## config.mk

```make
export PLATFORM = sky130hd
export DESIGN_NAME = alu_rs2_stage_flat
export DESIGN_NICKNAME = d
export VERILOG_FILES = /design/src/rtl/alu_rs2_stage_if.sv /design/src/rtl/alu_rs2_stage.sv /design/src/flat_wrapper.sv
export SDC_FILE = /design/constraint.sdc
export NUM_CORES = 1
export LEC_CHECK = 0
export CAP_MARGIN = 25
export CORE_ASPECT_RATIO = 0.7
export CORE_MARGIN = 5
export CORE_UTILIZATION = 44
export DETAILED_ROUTE_END_ITERATION = 10
export GPL_TIMING_DRIVEN = 0
export PLACE_DENSITY_LB_ADDON = 0.15
export SKIP_CTS_REPAIR_TIMING = 1
export SLEW_MARGIN = 5
export SYNTH_ARGS = -nofsm -noshare
export SYNTH_HDL_FRONTEND = slang
export SYNTH_SLANG_ARGS = --single-unit
```

## constraint.sdc

```tcl
create_clock -name clock -period 3.2 [get_ports clock]
set_input_delay 0.8 -clock clock [delete_from_list [all_inputs] [get_ports clock]]
set_output_delay 0.8 -clock clock [all_outputs]
set_load 0.005 [all_outputs]
```

## src/rtl/alu_rs2_stage_if.sv

```systemverilog
// alu_rs2_stage_if: bundle of the operand-B stage handshake and data signals.
// The upstream/testbench side uses the master modport, the stage uses slave.
// When ALU_RS2_FWD_EN is defined, the writeback forwarding signals are added.
interface alu_rs2_stage_if #(
   parameter int XLEN  = 32,
   parameter int CNT_W = 16
);
   logic             io_in_valid;
   logic             io_in_ready;
   logic [XLEN-1:0]  io_pc;
   logic [XLEN-1:0]  io_imm_s;
   logic [XLEN-1:0]  io_imm_i;
   logic [XLEN-1:0]  io_imm_u;
   logic [XLEN-1:0]  io_rs2;
   logic [4:0]       io_rs2_addr;
   logic [2:0]       io_rs2_mux_sel;
   logic             io_out_valid;
   logic             io_out_ready;
   logic [XLEN-1:0]  io_to_alu_b;
   logic             io_sel_err;
   logic [CNT_W-1:0] io_stall_cnt;
`ifdef ALU_RS2_FWD_EN
   logic             io_wb_valid;
   logic [4:0]       io_wb_addr;
   logic [XLEN-1:0]  io_wb_data;
`endif

   modport master (
`ifdef ALU_RS2_FWD_EN
      output io_wb_valid, io_wb_addr, io_wb_data,
`endif
      output io_in_valid, io_pc, io_imm_s, io_imm_i, io_imm_u, io_rs2,
      output io_rs2_addr, io_rs2_mux_sel, io_out_ready,
      input  io_in_ready, io_out_valid, io_to_alu_b, io_sel_err, io_stall_cnt
   );

   modport slave (
`ifdef ALU_RS2_FWD_EN
      input  io_wb_valid, io_wb_addr, io_wb_data,
`endif
      input  io_in_valid, io_pc, io_imm_s, io_imm_i, io_imm_u, io_rs2,
      input  io_rs2_addr, io_rs2_mux_sel, io_out_ready,
      output io_in_ready, io_out_valid, io_to_alu_b, io_sel_err, io_stall_cnt
   );
endinterface

```

## src/rtl/alu_rs2_stage.sv

```systemverilog
// alu_rs2_stage: registered ALU operand-B select with a 2-entry elastic buffer
// (output register + skid register), valid/ready on both sides, illegal-select
// flag travelling with the data and a saturating output-stall counter.
// in_ready is a flop, so downstream back-pressure never reaches upstream
// combinationally.
// Optional macro ALU_RS2_FWD_EN: writeback forwarding into captured and held
// rs2 entries (adds io_wb_valid / io_wb_addr / io_wb_data to the interface).
module alu_rs2_stage #(
   parameter int XLEN  = 32,
   parameter int CNT_W = 16
) (
   input  logic           clock,
   input  logic           reset,
   alu_rs2_stage_if.slave bus
);

   typedef enum logic [1:0] {
      ST_EMPTY = 2'd0,
      ST_ONE   = 2'd1,
      ST_TWO   = 2'd2
   } state_t;

   // Returns {sel_err, data}; selects 6 and 7 are illegal and yield zero data.
   function automatic logic [XLEN:0] select_operand(
      input logic [2:0]      sel,
      input logic [XLEN-1:0] pc,
      input logic [XLEN-1:0] imm_s,
      input logic [XLEN-1:0] imm_i,
      input logic [XLEN-1:0] rs2,
      input logic [XLEN-1:0] imm_u
   );
      logic [XLEN:0] res;
      res = {1'b1, {XLEN{1'b0}}};
      case (sel)
         3'd0:    res = {1'b0, pc};
         3'd1:    res = {1'b0, imm_s};
         3'd2:    res = {1'b0, imm_i};
         3'd3:    res = {1'b0, rs2};
         3'd4:    res = {1'b0, imm_u};
         3'd5:    res = {1'b0, {(XLEN-3){1'b0}}, 3'b100};
         default: res = {1'b1, {XLEN{1'b0}}};
      endcase
      return res;
   endfunction

`ifdef ALU_RS2_FWD_EN
   // A writeback to x0 never forwards; otherwise match on register index.
   function automatic logic fwd_hit(
      input logic       wb_valid,
      input logic [4:0] wb_addr,
      input logic [4:0] entry_addr
   );
      return wb_valid && (wb_addr != 5'd0) && (wb_addr == entry_addr);
   endfunction
`endif

   state_t            state_r;
   state_t            state_nx_s;
   logic              in_ready_r;
   logic              out_valid_r;
   logic              accept_s;
   logic              load_out_new_s;
   logic              load_out_skid_s;
   logic              load_skid_new_s;

   logic [XLEN:0]     sel_res_s;
   logic [XLEN-1:0]   new_data_s;
   logic              new_err_s;
   logic              new_is_rs2_s;

   logic [XLEN-1:0]   out_data_r;
   logic              out_err_r;
   logic              out_is_rs2_r;
   logic [4:0]        out_addr_r;
   logic [XLEN-1:0]   out_hold_data_s;

   logic [XLEN-1:0]   skid_data_r;
   logic              skid_err_r;
   logic              skid_is_rs2_r;
   logic [4:0]        skid_addr_r;
   logic [XLEN-1:0]   skid_hold_data_s;

   logic [CNT_W-1:0]  stall_cnt_r;
   logic              stall_inc_s;

   assign accept_s    = bus.io_in_valid & in_ready_r;
   assign stall_inc_s = out_valid_r & ~bus.io_out_ready;

   // Build the incoming entry; a forwarded writeback overrides captured rs2.
   always_comb begin
      sel_res_s    = select_operand(bus.io_rs2_mux_sel, bus.io_pc, bus.io_imm_s,
                                    bus.io_imm_i, bus.io_rs2, bus.io_imm_u);
      new_err_s    = sel_res_s[XLEN];
      new_is_rs2_s = (bus.io_rs2_mux_sel == 3'd3);
`ifdef ALU_RS2_FWD_EN
      if (new_is_rs2_s && fwd_hit(bus.io_wb_valid, bus.io_wb_addr, bus.io_rs2_addr)) begin
         new_data_s = bus.io_wb_data;
      end else begin
         new_data_s = sel_res_s[XLEN-1:0];
      end
`else
      new_data_s = sel_res_s[XLEN-1:0];
`endif
   end

   // Held-entry data as it should look next cycle (newest writeback wins).
   always_comb begin
`ifdef ALU_RS2_FWD_EN
      if (out_is_rs2_r && fwd_hit(bus.io_wb_valid, bus.io_wb_addr, out_addr_r)) begin
         out_hold_data_s = bus.io_wb_data;
      end else begin
         out_hold_data_s = out_data_r;
      end
      if (skid_is_rs2_r && fwd_hit(bus.io_wb_valid, bus.io_wb_addr, skid_addr_r)) begin
         skid_hold_data_s = bus.io_wb_data;
      end else begin
         skid_hold_data_s = skid_data_r;
      end
`else
      out_hold_data_s  = out_data_r;
      skid_hold_data_s = skid_data_r;
`endif
   end

`ifndef ALU_RS2_FWD_EN
   // Entry metadata only steers forwarding; without it nothing reads these.
   logic unused_meta_s;
   assign unused_meta_s = ^{out_is_rs2_r, out_addr_r, skid_is_rs2_r, skid_addr_r};
`endif

   // Next-state and buffer load decisions for the two-entry elastic buffer.
   always_comb begin
      state_nx_s      = state_r;
      load_out_new_s  = 1'b0;
      load_out_skid_s = 1'b0;
      load_skid_new_s = 1'b0;
      case (state_r)
         ST_EMPTY: begin
            if (accept_s) begin
               load_out_new_s = 1'b1;
               state_nx_s     = ST_ONE;
            end else begin
               state_nx_s     = ST_EMPTY;
            end
         end
         ST_ONE: begin
            if (accept_s && bus.io_out_ready) begin
               load_out_new_s  = 1'b1;
               state_nx_s      = ST_ONE;
            end else if (accept_s) begin
               load_skid_new_s = 1'b1;
               state_nx_s      = ST_TWO;
            end else if (bus.io_out_ready) begin
               state_nx_s      = ST_EMPTY;
            end else begin
               state_nx_s      = ST_ONE;
            end
         end
         ST_TWO: begin
            if (bus.io_out_ready) begin
               load_out_skid_s = 1'b1;
               state_nx_s      = ST_ONE;
            end else begin
               state_nx_s      = ST_TWO;
            end
         end
         default: begin
            state_nx_s = ST_EMPTY;
         end
      endcase
   end

   // State register plus handshake flags registered from the next state.
   always_ff @(posedge clock) begin
      if (reset == 1'b0) begin
         state_r     <= ST_EMPTY;
         in_ready_r  <= 1'b1;
         out_valid_r <= 1'b0;
      end else begin
         state_r     <= state_nx_s;
         in_ready_r  <= (state_nx_s != ST_TWO);
         out_valid_r <= (state_nx_s != ST_EMPTY);
      end
   end

   // Output register: take the new entry, promote the skid entry, or hold.
   always_ff @(posedge clock) begin
      if (reset == 1'b0) begin
         out_data_r   <= {XLEN{1'b0}};
         out_err_r    <= 1'b0;
         out_is_rs2_r <= 1'b0;
         out_addr_r   <= 5'd0;
      end else if (load_out_new_s) begin
         out_data_r   <= new_data_s;
         out_err_r    <= new_err_s;
         out_is_rs2_r <= new_is_rs2_s;
         out_addr_r   <= bus.io_rs2_addr;
      end else if (load_out_skid_s) begin
         out_data_r   <= skid_hold_data_s;
         out_err_r    <= skid_err_r;
         out_is_rs2_r <= skid_is_rs2_r;
         out_addr_r   <= skid_addr_r;
      end else begin
         out_data_r   <= out_hold_data_s;
      end
   end

   // Skid register: captures the entry accepted while the output is blocked.
   always_ff @(posedge clock) begin
      if (reset == 1'b0) begin
         skid_data_r   <= {XLEN{1'b0}};
         skid_err_r    <= 1'b0;
         skid_is_rs2_r <= 1'b0;
         skid_addr_r   <= 5'd0;
      end else if (load_skid_new_s) begin
         skid_data_r   <= new_data_s;
         skid_err_r    <= new_err_s;
         skid_is_rs2_r <= new_is_rs2_s;
         skid_addr_r   <= bus.io_rs2_addr;
      end else begin
         skid_data_r   <= skid_hold_data_s;
      end
   end

   // Saturating count of cycles where valid output data is not consumed.
   always_ff @(posedge clock) begin
      if (reset == 1'b0) begin
         stall_cnt_r <= {CNT_W{1'b0}};
      end else if (stall_inc_s && (stall_cnt_r != {CNT_W{1'b1}})) begin
         stall_cnt_r <= stall_cnt_r + {{(CNT_W-1){1'b0}}, 1'b1};
      end else begin
         stall_cnt_r <= stall_cnt_r;
      end
   end

   assign bus.io_in_ready  = in_ready_r;
   assign bus.io_out_valid = out_valid_r;
   assign bus.io_to_alu_b  = out_data_r;
   assign bus.io_sel_err   = out_err_r;
   assign bus.io_stall_cnt = stall_cnt_r;

endmodule

```

## src/flat_wrapper.sv

```systemverilog
// flat-port wrapper written by rule: the top's interface ports become plain ports
module alu_rs2_stage_flat 
#(
   parameter int XLEN  = 32,
   parameter int CNT_W = 16
)
  (clock, reset, bus_io_in_valid, bus_io_pc, bus_io_imm_s, bus_io_imm_i, bus_io_imm_u, bus_io_rs2, bus_io_rs2_addr, bus_io_rs2_mux_sel, bus_io_out_ready, bus_io_in_ready, bus_io_out_valid, bus_io_to_alu_b, bus_io_sel_err, bus_io_stall_cnt);
  alu_rs2_stage_if #(.XLEN(XLEN), .CNT_W(CNT_W)) bus_i ();
  input  logic clock;
  input  logic reset;
  input wire logic [$bits(bus_i.io_in_valid)-1:0] bus_io_in_valid;
  input wire logic [$bits(bus_i.io_pc)-1:0] bus_io_pc;
  input wire logic [$bits(bus_i.io_imm_s)-1:0] bus_io_imm_s;
  input wire logic [$bits(bus_i.io_imm_i)-1:0] bus_io_imm_i;
  input wire logic [$bits(bus_i.io_imm_u)-1:0] bus_io_imm_u;
  input wire logic [$bits(bus_i.io_rs2)-1:0] bus_io_rs2;
  input wire logic [$bits(bus_i.io_rs2_addr)-1:0] bus_io_rs2_addr;
  input wire logic [$bits(bus_i.io_rs2_mux_sel)-1:0] bus_io_rs2_mux_sel;
  input wire logic [$bits(bus_i.io_out_ready)-1:0] bus_io_out_ready;
  output wire logic [$bits(bus_i.io_in_ready)-1:0] bus_io_in_ready;
  output wire logic [$bits(bus_i.io_out_valid)-1:0] bus_io_out_valid;
  output wire logic [$bits(bus_i.io_to_alu_b)-1:0] bus_io_to_alu_b;
  output wire logic [$bits(bus_i.io_sel_err)-1:0] bus_io_sel_err;
  output wire logic [$bits(bus_i.io_stall_cnt)-1:0] bus_io_stall_cnt;
  assign bus_i.io_in_valid = bus_io_in_valid;
  assign bus_i.io_pc = bus_io_pc;
  assign bus_i.io_imm_s = bus_io_imm_s;
  assign bus_i.io_imm_i = bus_io_imm_i;
  assign bus_i.io_imm_u = bus_io_imm_u;
  assign bus_i.io_rs2 = bus_io_rs2;
  assign bus_i.io_rs2_addr = bus_io_rs2_addr;
  assign bus_i.io_rs2_mux_sel = bus_io_rs2_mux_sel;
  assign bus_i.io_out_ready = bus_io_out_ready;
  assign bus_io_in_ready = bus_i.io_in_ready;
  assign bus_io_out_valid = bus_i.io_out_valid;
  assign bus_io_to_alu_b = bus_i.io_to_alu_b;
  assign bus_io_sel_err = bus_i.io_sel_err;
  assign bus_io_stall_cnt = bus_i.io_stall_cnt;
  alu_rs2_stage #(.XLEN(XLEN), .CNT_W(CNT_W)) u_core (.clock(clock), .reset(reset), .bus(bus_i));
endmodule
```

# Word-level counts from Yosys, hierarchy flattened
# Index checks and enable logic that the tools add are counted.
[totals]
romBits = 0
latch_bits = 0
n_memories = 0
ram_bits = 0
inputBits = 172
elab_cells = 45
regBits = 86
[classes]
n_mux = 18
reduce_logical = 6
n_eq_ne = 9
bitwise_logic = 3
order_cmp = 0
n_shift = 0
n_addsub = 1
multipliers = 0
n_div = 0
[op_table]
columns = ["cell", "n"]
rows = [
  ["$pmux 33 s6", 1],
  ["$mux 32", 2],
  ["$add 16x1->16 const B", 1],
  ["$ne 16x16->1 const B", 1],
  ["$mux 1", 10],
  ["$eq 3x2->1 const B", 2],
  ["$eq 3x3->1 const B", 2],
  ["$mux 2", 3],
  ["$pmux 2 s3", 1],
  ["$reduce_bool 2->1", 2],
  ["$eq 3x1->1 const B", 1],
  ["$logic_not 3->1", 1],
  ["$and 1x1->1", 2],
  ["$eq 2x1->1 const B", 1],
  ["$eq 2x2->1 const B", 1],
  ["$logic_and 1x1->1", 2],
  ["$logic_not 2->1", 1],
  ["$ne 2x2->1 const B", 1],
  ["$pmux 1 s2", 1],
  ["$not 1->1", 1],
]

# Longest topological paths before layout
[depth]
ltp_word = 5
depth_mapped = 8

# Least setup slack after synthesis
# OpenSTA, ideal clock, no wires.
[synth_path]
kind = "input port to flip-flop"
start = "in bus_io_rs2_mux_sel[0]"
end = "reg u_core.out_data_r[26] (netlist: u_core.bus.io_to_alu_b[26])"
n_path_buf = 2
arrival_time_ns = 1.898
t_required_ns = 3.072
path_slack_ns = 1.174
cell_stages = 6
cell_sequence = "buf_6 -> buf_8 -> mux4_2 -> nor2b_1 -> a21oi_1 -> o22ai_1"
[synth_between]
elab_chain_cells = 3
[synth_rtl]
columns = ["item", "line", "text"]
rows = [
  ["from (decl)", "flat_wrapper.sv:18", "input wire logic [$bits(bus_i.io_rs2_mux_sel)-1:0] bus_io_rs2_mux_sel;"],
  ["$eq 3x3->1, or another cell as far along", "alu_rs2_stage.sv:34", "case (sel)"],
  ["$pmux 33 s6 (*)", "alu_rs2_stage.sv:34", ""],
  ["$mux 32 (*)", "alu_rs2_stage.sv:193", "end else if (load_out_new_s) begin"],
  ["to (signal assigned)", "alu_rs2_stage.sv:194", "out_data_r <= new_data_s;"],
  ["to (signal assigned)", "alu_rs2_stage.sv:199", "out_data_r <= skid_hold_data_s;"],
  ["to (signal assigned)", "alu_rs2_stage.sv:204", "out_data_r <= out_hold_data_s;"],
  ["to (decl)", "alu_rs2_stage.sv:71", "logic [XLEN-1:0] out_data_r;"],
]
# Mark *: on every way between the ends. The rest lies on a longest branch, timed or not.
# A chain may end at the register's enable or synchronous reset.

# Worst setup path in the final report
[layout_path]
start = "in bus_io_in_valid"
end = "reg u_core.out_data_r[30] (netlist: u_core.bus.io_to_alu_b[30])"
[layout_between]
elab_chain_cells = 5
[layout_rtl]
columns = ["item", "line", "text"]
rows = [
  ["from (decl)", "flat_wrapper.sv:11", "input wire logic [$bits(bus_i.io_in_valid)-1:0] bus_io_in_valid;"],
  ["$and 1x1->1 (*)", "alu_rs2_stage.sv:86", "assign accept_s = bus.io_in_valid & in_ready_r;"],
  ["$logic_and 1x1->1", "alu_rs2_stage.sv:147", "if (accept_s && bus.io_out_ready) begin"],
  ["$mux 1", "alu_rs2_stage.sv:147", ""],
  ["$pmux 1 s2 (*)", "alu_rs2_stage.sv:137", "case (state_r)"],
  ["$mux 32 or $reduce_bool 2->1 (tied branches)", "--", ""],
]
# Marked as above.

==> results.md <==
Yosys:
- The most frequently used cell type in the post-synthesis netlist is sky130_fd_sc_hd__dfxtp_1.
- In this run, distinct cell masters in the synthesized netlist total 60.
- The xor and xnor area share after synthesis is between 1.5 and 2%.
- Synthesis handed over a netlist of 504 instances.
- The number of nets in the synthesized netlist is 679.
- The async set or reset register ratio after synthesis is 0%.
- After synthesis the netlist holds a flip-flop and latch count of 86.
- Counting instances in the post-synthesis netlist gives the leading cell types as sky130_fd_sc_hd__dfxtp_1 (86), sky130_fd_sc_hd__mux2i_1 (48), sky130_fd_sc_hd__o21ai_0 (45).
- The synthesized netlist devotes approximately a quarter of its cell area to compound gates.
- The total number of yosys warnings is 0.
- For this run, the leading register cell type out of synthesis is sky130_fd_sc_hd__dfxtp_1.
- Of the total synthesized cell area, the portion taken by AND, OR, NAND and NOR gates is 14.2%.
- Counting flops with a built-in enable in the synthesized netlist gives 0.
- After Yosys synthesis, full adders, half adders and majority gates account for 0.814% of the synthesized area.
- The portion of synthesized cell area occupied by the leading cell type is 37.3%.
- The cell area that synthesis handed to floorplanning was approximately 0.0046 mm2.
- By area the synthesized netlist is led by sky130_fd_sc_hd__dfxtp_1 (37%), sky130_fd_sc_hd__mux2i_1 (10%), sky130_fd_sc_hd__mux4_2 (5.4%), sky130_fd_sc_hd__o21ai_0 (4.9%), sky130_fd_sc_hd__o22ai_1 (3.7%).
- After synthesis, the mean cell area works out to roughly 9 um2.
- The cell type with the largest total area after synthesis is sky130_fd_sc_hd__dfxtp_1.
- The main combinational cell family by area after synthesis is compound AO/OA/AOI/OAI gates.
- The sequential-to-total area share from yosys stat is 37.3%.
- In the synthesized netlist, mux cells make up between 10% and 20% of the area.

Timing:
- Between clock sinks in the finished design, the worst skew comes to approximately 5.4 ps.
- At the pin with the least slew margin, the transition time is 631 ps.
- Based on the critical path, the design can be clocked at up to ~390 MHz.
- The relative max-transition margin is 57.9%.
- Setup violations remaining at the end of the flow were counted as 0.
- The clock period minus worst slack is 2590 ps.
- The final cycle utilization of the critical path is 80.9%.
- The final-report max-slew violation count came to 0.
- Setup repair after global routing left no endpoint under its margin.
- The final hold violation count came to 0.
- The worst hold-check slack is 455 ps.
- The total negative slack is 0 ps.

Worst setup path:
- The class of the most critical setup path is input port to flip-flop.
- STA classifies the critical path startpoint as an input port.
- The most numerous cell type found on the critical path is sky130_fd_sc_hd__nand2_1.
- The largest fanout of any net on the critical path is 10.
- The element type at the critical path end is a flip-flop.
- STA puts the critical path data required time at around 3400 ps.
- The maximum cell stage delay along the critical path is 480 ps.
- The signal on the critical path passes through clkdlybuf4s50_1 -> and2_1 -> ha_1 -> nand2_1 -> a21o_1 -> nand2_1 -> buf_2 -> o22ai_1 -> o21a_1.
- The cell type of the slowest stage on the worst timing path is sky130_fd_sc_hd__clkdlybuf4s50_1.
- Data arrives at the worst endpoint at 2810 ps.
- The depth of the most critical reg-to-reg path is 8.

Routing:
- For this run, design rule violations remaining after detail routing come to 0.
- The post-detailed-routing wire length is 16400 um.
- The ratio of routed vias to standard cells is 5.68.
- The detail-routed net length per standard cell is 18.9 um.
- In this run the remaining antenna-violating nets after routing total 0.
- For this block, the initial DRC count from the detailed router was ~340.
- The final route contains about 4900 vias.
- The first detailed-routing pass took 5 iterations.

Layout:
- The ratio of cells with drive above 1 in the final layout is slightly below 9%.
- Excluding fillers, the count of instances in the completed layout stands at roughly 870.
- From synthesis to final layout, the design area changed by 56.3%.
- The layout filler cell count is 819.
- Summing all non-filler instances in the final layout gives an area of 0.00721 mm2.
- Cells fill 70.1% of the core in the end.
- The final net count is 905.
- The total inserted antenna cells is 0.

Clock tree:
- The largest buffer count on any clock path is 2.
- After clock tree synthesis, the clock-pin slew on the worst setup and hold paths is 60 ps.
- Clock latency on the worst-skew pair, taken at its later pin, is between 300 and 400 ps.
- The clock tree root driver cell is sky130_fd_sc_hd__clkbuf_16.
- The TritonCTS clock tree is built.
- In this run the number of H-tree levels came out at 3.
- The number of clock buffers added by TritonCTS is 9.
- The clock net in this run drives a total of 86 sinks.

Global routing:
- The met3 capacity usage during global routing is 6.38%.
- The total overflow reported by the global router is 0.
- The initial antenna violation count came to 0.
- Entering global routing, the biggest net connects 14 pins.
- The overall global routing resource usage is 25.1%.
- After global routing, the most crowded layer is met2.
- The via count of the first global-routing pass is 5128.
- The met1 demand-to-capacity share in global routing is 33.0%.
- The wire length of the first global-routing pass is 25500 um.
- Global routing used 41.7% of the available met2 tracks.

Status:
- The flow ran to the end, and the final reports show no timing, DRC or antenna violations.

Pwr:
- Power spread over the standard cell area amounts to between 300 and 400 mW/mm2.
- The worst supply voltage drop on vdd is 0.295 mV.
- The leakage component of the power is 0.00279 uW.

Place:
- Summing all placed instances gives a cell area of around 0.0069 mm2.
- The total placed cells including tap cells is approximately 850.
- The HPWL after detailed placement is 13100 um.
- The count of buffers from port buffering is between 200 and 250.
- The congestion estimate from routability-driven global placement came to just under 0.9.

Job:
- The max-cap check violation count is 0.

Die:
- between 200 and 250 I/O pins were placed.
- The initial standard-cell utilization of the core is 44.9%.
- The die width is 132 um.
- The site row count is 31.
- The die is 95.7 um tall.
- The core region is ~0.01 mm2.
- The die covers 0.0127 mm2.

Min path:
- The worst hold-check path type is flip-flop to flip-flop.
- The number of cells on the worst hold path is 2.
==> cell usage in the layout (no fill, tap or decap), types with 2 or more instances in the layout <==
cell / count
sky130_fd_sc_hd__o211ai_1: 4
sky130_fd_sc_hd__or2_2: 2
sky130_fd_sc_hd__buf_2: 14
sky130_fd_sc_hd__nand2b_1: 2
sky130_fd_sc_hd__xor2_1: 8
sky130_fd_sc_hd__o21a_1: 16
sky130_fd_sc_hd__buf_4: 2
sky130_fd_sc_hd__nor3_1: 2
sky130_fd_sc_hd__o32ai_1: 9
sky130_fd_sc_hd__nor2b_1: 14
sky130_fd_sc_hd__ha_1: 3
sky130_fd_sc_hd__clkbuf_1: 15
sky130_fd_sc_hd__nor2_1: 33
sky130_fd_sc_hd__nand3_1: 8
sky130_fd_sc_hd__buf_6: 5
sky130_fd_sc_hd__or4_1: 2
sky130_fd_sc_hd__a31oi_1: 3
sky130_fd_sc_hd__and2_1: 5
sky130_fd_sc_hd__inv_1: 5
sky130_fd_sc_hd__nand2_1: 43
sky130_fd_sc_hd__nand4_1: 3
sky130_fd_sc_hd__mux2_2: 5
sky130_fd_sc_hd__xnor2_1: 2
sky130_fd_sc_hd__o22ai_1: 27
sky130_fd_sc_hd__o22a_1: 5
sky130_fd_sc_hd__clkdlybuf4s50_1: 215
sky130_fd_sc_hd__o2111ai_1: 3
sky130_fd_sc_hd__buf_1: 3
sky130_fd_sc_hd__o21ai_0: 45
sky130_fd_sc_hd__clkinvlp_4: 2
sky130_fd_sc_hd__a22oi_1: 5
sky130_fd_sc_hd__mux2i_1: 48
sky130_fd_sc_hd__a22o_1: 4
sky130_fd_sc_hd__mux4_2: 11
sky130_fd_sc_hd__nand3b_1: 2
sky130_fd_sc_hd__dfxtp_1: 86
sky130_fd_sc_hd__clkbuf_16: 9
sky130_fd_sc_hd__o221ai_1: 4
sky130_fd_sc_hd__a21oi_1: 33
==> power breakdown <==
group / total, uW / internal [uW] / switching, uW
logic: 629 / 378 / 251
registers: 1150 / 1120 / 29.8
clock network: 1000 / 595 / 407
==> routing by layer <==
metal	routed length [um]	vias to the layer above
li1	-	2326
met1	7150	2360
met2	7640	209
met3	1340	22
met4	258	0
met5	0	-
==> worst paths after layout <==
kind / startpoint / endpoint / slack (ps)
hold reg to reg: u_core.skid_data_r[26]$_SDFFE_PN0N_ / u_core.skid_data_r[26]$_SDFFE_PN0N_ / 460
setup / recovery: bus_io_in_valid / u_core.bus.io_to_alu_b[30]$_SDFFE_PN0P_ / 610
hold / removal: u_core.skid_data_r[26]$_SDFFE_PN0N_ / u_core.skid_data_r[26]$_SDFFE_PN0N_ / 460
setup reg to reg: u_core.bus.io_in_ready$_SDFF_PN1_ / u_core.bus.io_to_alu_b[30]$_SDFFE_PN0P_ / 1220
==> cell families after synthesis <==
group                      count (synthesis)
AOI/OAI and AO/OA                        168
and+or+nand+nor                          129
DFF                                       86
xor gates and xnor gates                  10
buffers and inverters                     44
adders and majority gates                  3
muxes                                     64
==> cell type report <==
class | count | area (um2) | area share, %
sequential | 86 | 1720 | 23.9
clock inverter | 4 | 50.0 | 0.694
multi-input combinational | 374 | 2650 | 36.8
timing repair buffer | 215 | 2150 | 29.9
buffer | 39 | 220 | 3.06
inverter | 5 | 18.8 | 0.260
clock buffer | 10 | 229 | 3.18
tap | 132 | 165 | 2.29
==> flip-flops by register name (all words and copies together) (netlist names) <==
register	count
u_core.bus.io_in_ready	1
u_core.bus.io_out_valid	1
u_core.bus.io_sel_err	1
u_core.bus.io_stall_cnt	16
u_core.bus.io_to_alu_b	32
u_core.skid_data_r	32
u_core.skid_err_r	1
u_core.state_r	2
==> per-stage QoR <==
stage / setup WS [ps] / power [uW]
detailed placement: 298 / 1800
global placement: 391 / 1780
CTS: 622 / 2790
floorplan: 1170 / 1430
finish: 611 / 2780
global route: 437 / 2880
==> worst max-delay path, delay by kind of cell <==
family                   cells  cell delay, ps
buffers and inverters        2             790
AO/OA/AOI/OAI                3             490
AND/OR/NAND/NOR              3             570
adder cells (fa/ha/maj)      1             160
(Power assumes the default switching activity.)
